## src/rtl/sub_pkg.sv

```systemverilog
// -----------------------------------------------------------------------------
// sub_pkg
// Shared definitions for the pipelined subtractor pipesub32_4:
//   - default operand width and pipeline depth
//   - the per-stage pipeline record (valid, resolved diff bits, running carry,
//     unconsumed operand slices, operand sign bits for the overflow check)
//   - flush/stall priority encoding and its decode function
// -----------------------------------------------------------------------------
package sub_pkg;

  localparam int WIDTH_DEF  = 32;
  localparam int STAGES_DEF = 4;

  // One pipeline stage. a_hi/b_hi shift right by one slice per stage, so the
  // slice to consume next always sits in the low bits.
  typedef struct packed {
    logic                 valid;
    logic [WIDTH_DEF-1:0] partial_diff;
    logic                 carry;
    logic [WIDTH_DEF-1:0] a_hi;
    logic [WIDTH_DEF-1:0] b_hi;
    logic                 a_msb;
    logic                 b_msb;
  } stage_t;

  // Pipeline control actions, in priority order: flush beats stall.
  localparam logic [1:0] CTL_ADVANCE = 2'd0;
  localparam logic [1:0] CTL_STALL   = 2'd1;
  localparam logic [1:0] CTL_FLUSH   = 2'd2;

  function automatic logic [1:0] pipe_ctl(input logic flush, input logic stall);
    if (flush) return CTL_FLUSH;
    if (stall) return CTL_STALL;
    return CTL_ADVANCE;
  endfunction

endpackage

```

## src/rtl/sub_slice.sv

```systemverilog
// -----------------------------------------------------------------------------
// sub_slice
// Combinational W-bit slice of a two's-complement subtractor: a + ~b + cin.
// A carry of 1 means "no borrow".
//   a_i    : minuend slice
//   b_i    : subtrahend slice (inverted internally)
//   cin_i  : carry-in (inverse of borrow-in)
//   sum_o  : difference slice
//   cout_o : carry-out to the next slice
// -----------------------------------------------------------------------------
module sub_slice #(
  parameter int W = 8
) (
  input  logic [W-1:0] a_i,
  input  logic [W-1:0] b_i,
  input  logic         cin_i,
  output logic [W-1:0] sum_o,
  output logic         cout_o
);

  logic [W:0] sum_ext;

  assign sum_ext = {1'b0, a_i} + {1'b0, ~b_i} + {{W{1'b0}}, cin_i};
  assign sum_o   = sum_ext[W-1:0];
  assign cout_o  = sum_ext[W];

endmodule

```

## src/rtl/pipesub32_4.sv

```systemverilog
// -----------------------------------------------------------------------------
// pipesub32_4
// 32-bit subtractor (diff = a - b - bin) pipelined as 4 slices of 8 bits.
// Stage k resolves bits [k*SLICE +: SLICE]; the result leaves the last stage
// register, so an operation accepted on edge N is presented after edge N+3.
// The stage record is sized by the package defaults; retarget the width or
// depth by changing WIDTH_DEF/STAGES_DEF.
//   clk         : rising-edge clock
//   rst_n       : asynchronous active-low reset
//   a_i, b_i    : minuend, subtrahend
//   bin_i       : borrow-in
//   in_valid_i  : operands valid this cycle
//   stop_i      : stall, every stage holds and the input is ignored
//   new_i       : flush, all in-flight operations are discarded (beats stop_i)
//   diff_o      : a - b - bin modulo 2^WIDTH
//   bout_o      : borrow-out
//   ovf_o       : signed overflow
//   out_valid_o : outputs valid
// -----------------------------------------------------------------------------
module pipesub32_4
  import sub_pkg::*;
#(
  parameter int WIDTH  = WIDTH_DEF,
  parameter int STAGES = STAGES_DEF
) (
  input  logic             clk,
  input  logic             rst_n,
  input  logic [WIDTH-1:0] a_i,
  input  logic [WIDTH-1:0] b_i,
  input  logic             bin_i,
  input  logic             in_valid_i,
  input  logic             stop_i,
  input  logic             new_i,
  output logic [WIDTH-1:0] diff_o,
  output logic             bout_o,
  output logic             ovf_o,
  output logic             out_valid_o
);

  localparam int SLICE = WIDTH / STAGES;

  stage_t            stage_q   [STAGES];
  stage_t            stage_d   [STAGES];
  stage_t            head;
  stage_t            last;
  logic [SLICE-1:0]  slice_a   [STAGES];
  logic [SLICE-1:0]  slice_b   [STAGES];
  logic [SLICE-1:0]  slice_sum [STAGES];
  logic              slice_cin [STAGES];
  logic              slice_cout[STAGES];

  // Record fed into stage 0: the operands straight from the ports. Borrow-in
  // becomes the inverted carry-in of the lowest slice.
  always_comb begin
    head              = '0;
    head.valid        = in_valid_i;
    head.carry        = ~bin_i;
    head.a_hi         = a_i;
    head.b_hi         = b_i;
    head.a_msb        = a_i[WIDTH-1];
    head.b_msb        = b_i[WIDTH-1];
  end

  // Slice inputs: stage k consumes the low slice of whatever stage k-1 holds.
  always_comb begin
    stage_t src;
    src = head;
    for (int k = 0; k < STAGES; k++) begin
      slice_a[k]   = src.a_hi[SLICE-1:0];
      slice_b[k]   = src.b_hi[SLICE-1:0];
      slice_cin[k] = src.carry;
      src          = stage_q[k];
    end
  end

  for (genvar k = 0; k < STAGES; k++) begin : g_slice
    sub_slice #(.W(SLICE)) u_slice (
      .a_i    (slice_a[k]),
      .b_i    (slice_b[k]),
      .cin_i  (slice_cin[k]),
      .sum_o  (slice_sum[k]),
      .cout_o (slice_cout[k])
    );
  end

  // Next-state records: pass the previous record along, drop in the newly
  // resolved slice, and shift the consumed operand slice out.
  always_comb begin
    stage_t src;
    src = head;
    for (int k = 0; k < STAGES; k++) begin
      stage_d[k]                                = src;
      stage_d[k].partial_diff[k*SLICE +: SLICE] = slice_sum[k];
      stage_d[k].carry                          = slice_cout[k];
      stage_d[k].a_hi                           = src.a_hi >> SLICE;
      stage_d[k].b_hi                           = src.b_hi >> SLICE;
      src                                       = stage_q[k];
    end
  end

  // NOTE: sequential state uses non-blocking assignments so every stage
  // samples its predecessor's pre-edge value; blocking here would collapse
  // the pipeline into a single cycle.
  // NOTE: data fields are reset along with the valid bits because the reset
  // state of diff/bout/ovf is observable, not just out_valid.
  always_ff @(posedge clk or negedge rst_n) begin
    if (!rst_n) begin
      for (int k = 0; k < STAGES; k++) stage_q[k] <= '0;
    end else begin
      case (pipe_ctl(new_i, stop_i))
        CTL_FLUSH: begin
          for (int k = 0; k < STAGES; k++) stage_q[k].valid <= 1'b0;
        end
        CTL_STALL: begin
          // hold everything
        end
        default: begin
          for (int k = 0; k < STAGES; k++) stage_q[k] <= stage_d[k];
        end
      endcase
    end
  end

  assign last        = stage_q[STAGES-1];
  assign diff_o      = last.partial_diff;
  assign out_valid_o = last.valid;
  // Gated by valid so the cleared (carry=0) reset state reads as no borrow.
  assign bout_o      = last.valid & ~last.carry;
  // Overflow only when operand signs differ and the result sign left a's.
  assign ovf_o       = (last.a_msb ^ last.b_msb) & (last.partial_diff[WIDTH-1] ^ last.a_msb);

endmodule

```

## config.mk

```make
export PLATFORM = sky130hd
export DESIGN_NAME = pipesub32_4
export DESIGN_NICKNAME = d
export VERILOG_FILES = /design/src/rtl/sub_pkg.sv /design/src/rtl/sub_slice.sv /design/src/rtl/pipesub32_4.sv
export SDC_FILE = /design/constraint.sdc
export NUM_CORES = 1
export LEC_CHECK = 0
export BUFFER_PORTS_ARGS = -buffer_cell sky130_fd_sc_hd__buf_2
export CORE_MARGIN = 4
export CORE_UTILIZATION = 56
export DETAILED_ROUTE_END_ITERATION = 7
export GPL_ROUTABILITY_DRIVEN = 0
export HOLD_SLACK_MARGIN = 0.05
export PLACE_DENSITY = 0.86
export SLEW_MARGIN = 15
export SYNTH_ARGS = -nofsm -noshare
export SYNTH_HDL_FRONTEND = slang
export SYNTH_SLANG_ARGS = --single-unit
```

## constraint.sdc

```tcl
create_clock -name clk -period 5.2 [get_ports clk]
set_input_delay 0.78 -clock clk [delete_from_list [all_inputs] [get_ports clk]]
set_output_delay 0.78 -clock clk [all_outputs]
set_load 0.01 [all_outputs]
```

# --- Word-level counts from Yosys, hierarchy flattened ---
# Cells that the tools add are included.
word_totals:
  reg_bits: 192
  input_bits: 70
  out_inout_bits: 35
  wordCells: 58
classes:
  add_sub_neg: 8
  eq_ne: 2
  muxes: 11
  bitwise: 10
  reduce_logical: 1
ops:
  columns: ["op", "count"]
  rows:
  - ["adder 8 x 8 -> 9 bit", 4]
  - ["adder 9 x 1 -> 9 bit", 4]
  - ["NOT 8 bit", 4]
  - ["2-to-1 mux 2 bit", 4]
  - ["one-hot mux 1 bit (2 select lines)", 4]
  - ["2-to-1 mux 1 bit", 3]
  - ["AND 1 bit", 2]
  - ["== test 2 x 1 -> 1 bit, second input constant", 1]
  - ["== test 2 bit, second input constant", 1]
  - ["NOT 1 bit", 2]
  - ["OR reduction 2 bit", 1]
  - ["bitwise XOR 1 bit", 2]

# --- Logic depth before layout (Yosys ltp) ---
logic_depth:
  word_depth: 6
  ltp_mapped: 9
  mapped_depth_nobuf: 9

# --- By module ---
# A second synthesis with hierarchy kept.
unflattened:
  cells_unflattened: 635
  area_unflattened_um2: 9587.9
modules_own_cells:
  columns: ["mod", "instances", "cells_per_inst", "area_each_um2", "seq_area_each_um2"]
  rows:
  - ["pipesub32_4", 1, 435, 8126.5, 4654.5]
  - ["sub_slice", 4, 50, 365.4, 0.0]

# --- Least setup slack after synthesis ---
# No wires, ideal clock.
synth_timing:
  path_type: "in2reg"
  startpoint: "input b_i[0]"
  endpoint: "register, netlist name slice_cin[2]"
  setup_time_ps: 136
  arrival_ps: 2313
  required_time_ps: 5064
  path_slack_ps: 2751
  path_stages: 9
  n_path_buf: 0
  cell_sequence: "inv_1 fa_1 inv_1 fa_1 nor2b_4 o31a_1 o31a_1 o21ai_0 a31oi_1"
synth_via:
  elab_chain_cells: 3
synth_rtl:
  columns: ["element", "line_no", "text"]
  rows:
  - ["from (decl)", "pipesub32_4.sv:29", "input logic [WIDTH-1:0] b_i,"]
  - ["NOT 8 bit", "sub_slice.sv:23", "assign sum_ext = {1'b0, a_i} + {1'b0, ~b_i} + {{W{1'b0}}, cin_i};"]
  - ["adder 8 x 8 -> 9 bit", "sub_slice.sv:23", null]
  - ["adder 9 x 1 -> 9 bit", "sub_slice.sv:23", null]
# No other way between the ends.
# A chain may end at the register's enable or synchronous reset.

# --- Worst setup path in the final report ---
layout_timing:
  startpoint: "input a_i[0]"
  endpoint: "register, netlist name slice_cin[2]"
layout_via:
  elab_chain_cells: 2
layout_rtl:
  columns: ["element", "line_no", "text"]
  rows:
  - ["from (decl)", "pipesub32_4.sv:28", "input logic [WIDTH-1:0] a_i,"]
  - ["adder 8 x 8 -> 9 bit", "sub_slice.sv:23", null]
  - ["adder 9 x 1 -> 9 bit", "sub_slice.sv:23", null]
# No other way between the ends.

==> reports/metrics.csv <==
metric,value,unit
outcome,"finished, final reports clean",
Sw Share,31.1,%
Final setup viols,0,
number of synthesized flops with an enable pin,0,
WS Path Type,input pin to flop,
nets,1112,
largest net degree at the start of global routing,129,
first-pass GRT wire length,29100,um
Pre-antenna DRT Iters,5,
mean routed wirelength per cell,14.1,um
post_cts resized,0,
H-tree levels,4,
crit path max fanout,3,
initial antenna violation count,0,
Synth area leaders,"dfrtp_1 (54%), nand2_1 (18%), ha_1 (4.1%)",
antenna cell count,0,
remaining antenna violation count,0,
Die Height,132,um
final setup margin,2900,ps
buffer depth of the longest clock path,2,
num rows,44,
design internal power,2.87,mW
DRT iter0 DRCs,502,
Cell Pwr Density,435,mW/mm^2
Cells after Synth,950,
LEAKAGE,5.15,nW
"flops & latches, synth",186,
max-cap viol count,0,
"CTS clk-pin slew, worst paths",70,ps
Mapped Nets,1056,
Via density,5.22,
Yosys cell types,33,
Clock Root Buffer,clkbuf_16,
Peak VDD IR,0.000308,V
gr usage total,20.3,%
io pins,105,
cts hold-fix bufs,0,
Comb pwr share,22.5,%
Yosys top cell area share,54.5,%
total grt overflow,0,
DRC,0,
Max Freq,0.435,GHz
Post-Syn Area per Cell,9.00,sq um
RSZ-0062 raised after global routing,false,
Die Wd,132,um
# fillers,1207,
Rel. slew slack,33.5,%
CTS buffer count,17,
vias in the first global route,6182,
Synth-to-Final Area Change,12.0,%
Initial Util,57.9,%
die area,0.0173,sq mm
crit path DAT,2610,ps
CP endpoint kind,flop,
setup TNS,0,ps
Worst Hold Class,input pin to asynchronous set/reset pin,
sequential fraction of the synthesis area,54.5,%
final worst-path cycle share,44.2,%
final slew viol count,0,
Routed WL,16900,um
top_reg_cell synth,dfrtp_1,
I/O Buffers,104,
worst slack at placement,2420,ps
synthesized cell area,0.00855,sq mm
post-route minimum period,2300,ps
Vias,6285,
ys async rst share,100,%
Core Footprint,0.0148,sq mm
Fin Clk Skew,11.9,ps
post-CTS setup buffers,0,
clk_lat worst skew,440,ps
worst path required time,5510,ps
Clock Power Share,31.6,%
Synth area leader,dfrtp_1,
P_sw,1.30,mW
sequential fraction of design power,45.9,%
launching element type of the critical path,input pin,
final hold violation count,0,
Sink Count,186,
Least-Margin Pin Slew,998,ps
post-DP HPWL,11200,um
layout cells sized above 1,15.2,%
CTS tree,built,
synthesis warning total,0,
==> layout make-up <==
type | instances | area, sq um | share of cell area [%]
Tap cell | 184 | 230 | 2.40
Sequential cell | 186 | 4650 | 48.6
Clock buffer | 18 | 439 | 4.59
Inverter | 51 | 191 | 2.00
Timing Repair Buffer | 110 | 619 | 6.47
Clock inverter | 14 | 160 | 1.67
Multi-Input combinational cell | 640 | 3280 | 34.3
==> flip-flops by register name, summed over array words and instances, names as in the netlist <==
| name | flops |
|---|---|
| last | 3 |
| slice_cin | 3 |
| slice_b | 23 |
| stage_d | 101 |
| slice_a | 23 |
| diff_o | 32 |
| out_valid_o | 1 |
==> cell usage in the layout, fill, tap and decap left out, types with 2 or more instances in the layout <==
master      synthesis  final
a211oi_1            9      9
o31ai_1             9      9
buf_2              19    103
xor2_1              6      6
buf_4              33      3
inv_1              51     51
clkinvlp_4          0      2
nand2b_1            7      7
a211oi_2            4      4
o211ai_1            3      3
a21oi_2             3      3
dfrtp_1           186    186
bufinv_16           0      2
o21ai_0            61     61
inv_8               0      2
nor2_1             28     27
inv_6               0      5
fa_1                8      8
a31oi_1             5      5
or3_1               3      3
nor2b_4             4      4
a21o_1              9      9
clkinv_2            0      2
a21oi_1             4      4
nor2b_1             5      5
ha_1               28     28
nand2_1           408    408
o31a_1              8      8
o21a_1             10     10
buf_12              0      2
mux2i_1             4      4
and3_1              3      3
clkbuf_16           0     17
clkbuf_8            0      2
nor3_1              8      8
==> worst max-delay path, cell delays in order <==
cell	delay (ps)
buf_2	110
fa_1	460
inv_1	90
fa_1	250
nor2b_4	50
o31a_1	260
o31a_1	270
o21ai_0	220
a31oi_1	120
==> per-layer routing <==
metal / global-route usage, % / up-vias / share of wire, %
li1: - / 3102 / -
met1: 27.4 / 3015 / 45
met2: 32.0 / 133 / 48
met3: 5.20 / 35 / 4.2
met4: 7.58 / 0 / 2.5
met5: 0 / - / 0
==> stage by stage <==
stage | total power, mW | instance area, sq um | instances | hold slack, ps | utilization (%)
after floorplan | 2.64 | 8550 | 950 | 439 | -
final | 4.16 | 9580 | 1203 | 467 | 64.9
after global routing | 4.43 | 9580 | 1203 | 482 | 64.9
after global placement | 2.80 | 8950 | 1170 | 446 | 60.7
after CTS | 4.19 | 9550 | 1202 | 465 | 64.7
after detailed placement | 2.87 | 8950 | 1170 | 450 | 60.7
==> logic make-up (layout without fill, tap and decap cells) <==
group,after synthesis,count (layout),share of synthesized area (%)
multiplexers,4,4,0.468
AO/OA/AOI/OAI,126,126,9.49
AND/OR/NAND/NOR,468,468,21.7
XOR/XNOR,6,6,0.615
flip-flops,186,186,54.5
adder cells (fa/ha/maj),36,36,5.97
buffers and inverters,124,193,7.26
==> synthesized netlist by cell type, types with 8 or more instances <==
master / instances
a211oi_1: 9
a21o_1: 9
buf_1: 10
buf_2: 19
buf_4: 33
clkbuf_1: 10
dfrtp_1: 186
fa_1: 8
ha_1: 28
inv_1: 51
nand2_1: 408
nor2_1: 28
nor3_1: 8
o21a_1: 10
o21ai_0: 61
o31a_1: 8
o31ai_1: 9
==> worst paths after layout <==
check	cells past startpoint	slack, ps	endpoint	from
min in group clk	2	470	stage_d[169]$_DFFE_PN0N_	stage_d[269]$_DFFE_PN0N_
worst max-delay path	9	2900	slice_cin[2]$_DFFE_PN0N_	a_i[0]
max in group asynchronous	2	3690	out_valid_o$_DFFE_PN0P_	rst_n
worst min-delay path	1	470	stage_d[206]$_DFFE_PN0N_	rst_n
worst min register to register	2	470	stage_d[169]$_DFFE_PN0N_	stage_d[269]$_DFFE_PN0N_
worst max register to register	8	2940	stage_d[181]$_DFFE_PN0N_	slice_cin[2]$_DFFE_PN0N_
==> power groups by stage <==
stage / Sequential, mW / Clock [mW] / Combinational [mW]
2_1_floorplan: 1.88 / 0 / 0.755
3_3_place_gp: 1.92 / 0 / 0.886
4_1_cts: 1.91 / 1.34 / 0.943
6_report: 1.91 / 1.32 / 0.935
3_5_place_dp: 1.93 / 0 / 0.931
5_1_grt: 1.95 / 1.41 / 1.07
Power figures use the tool's default switching activity.
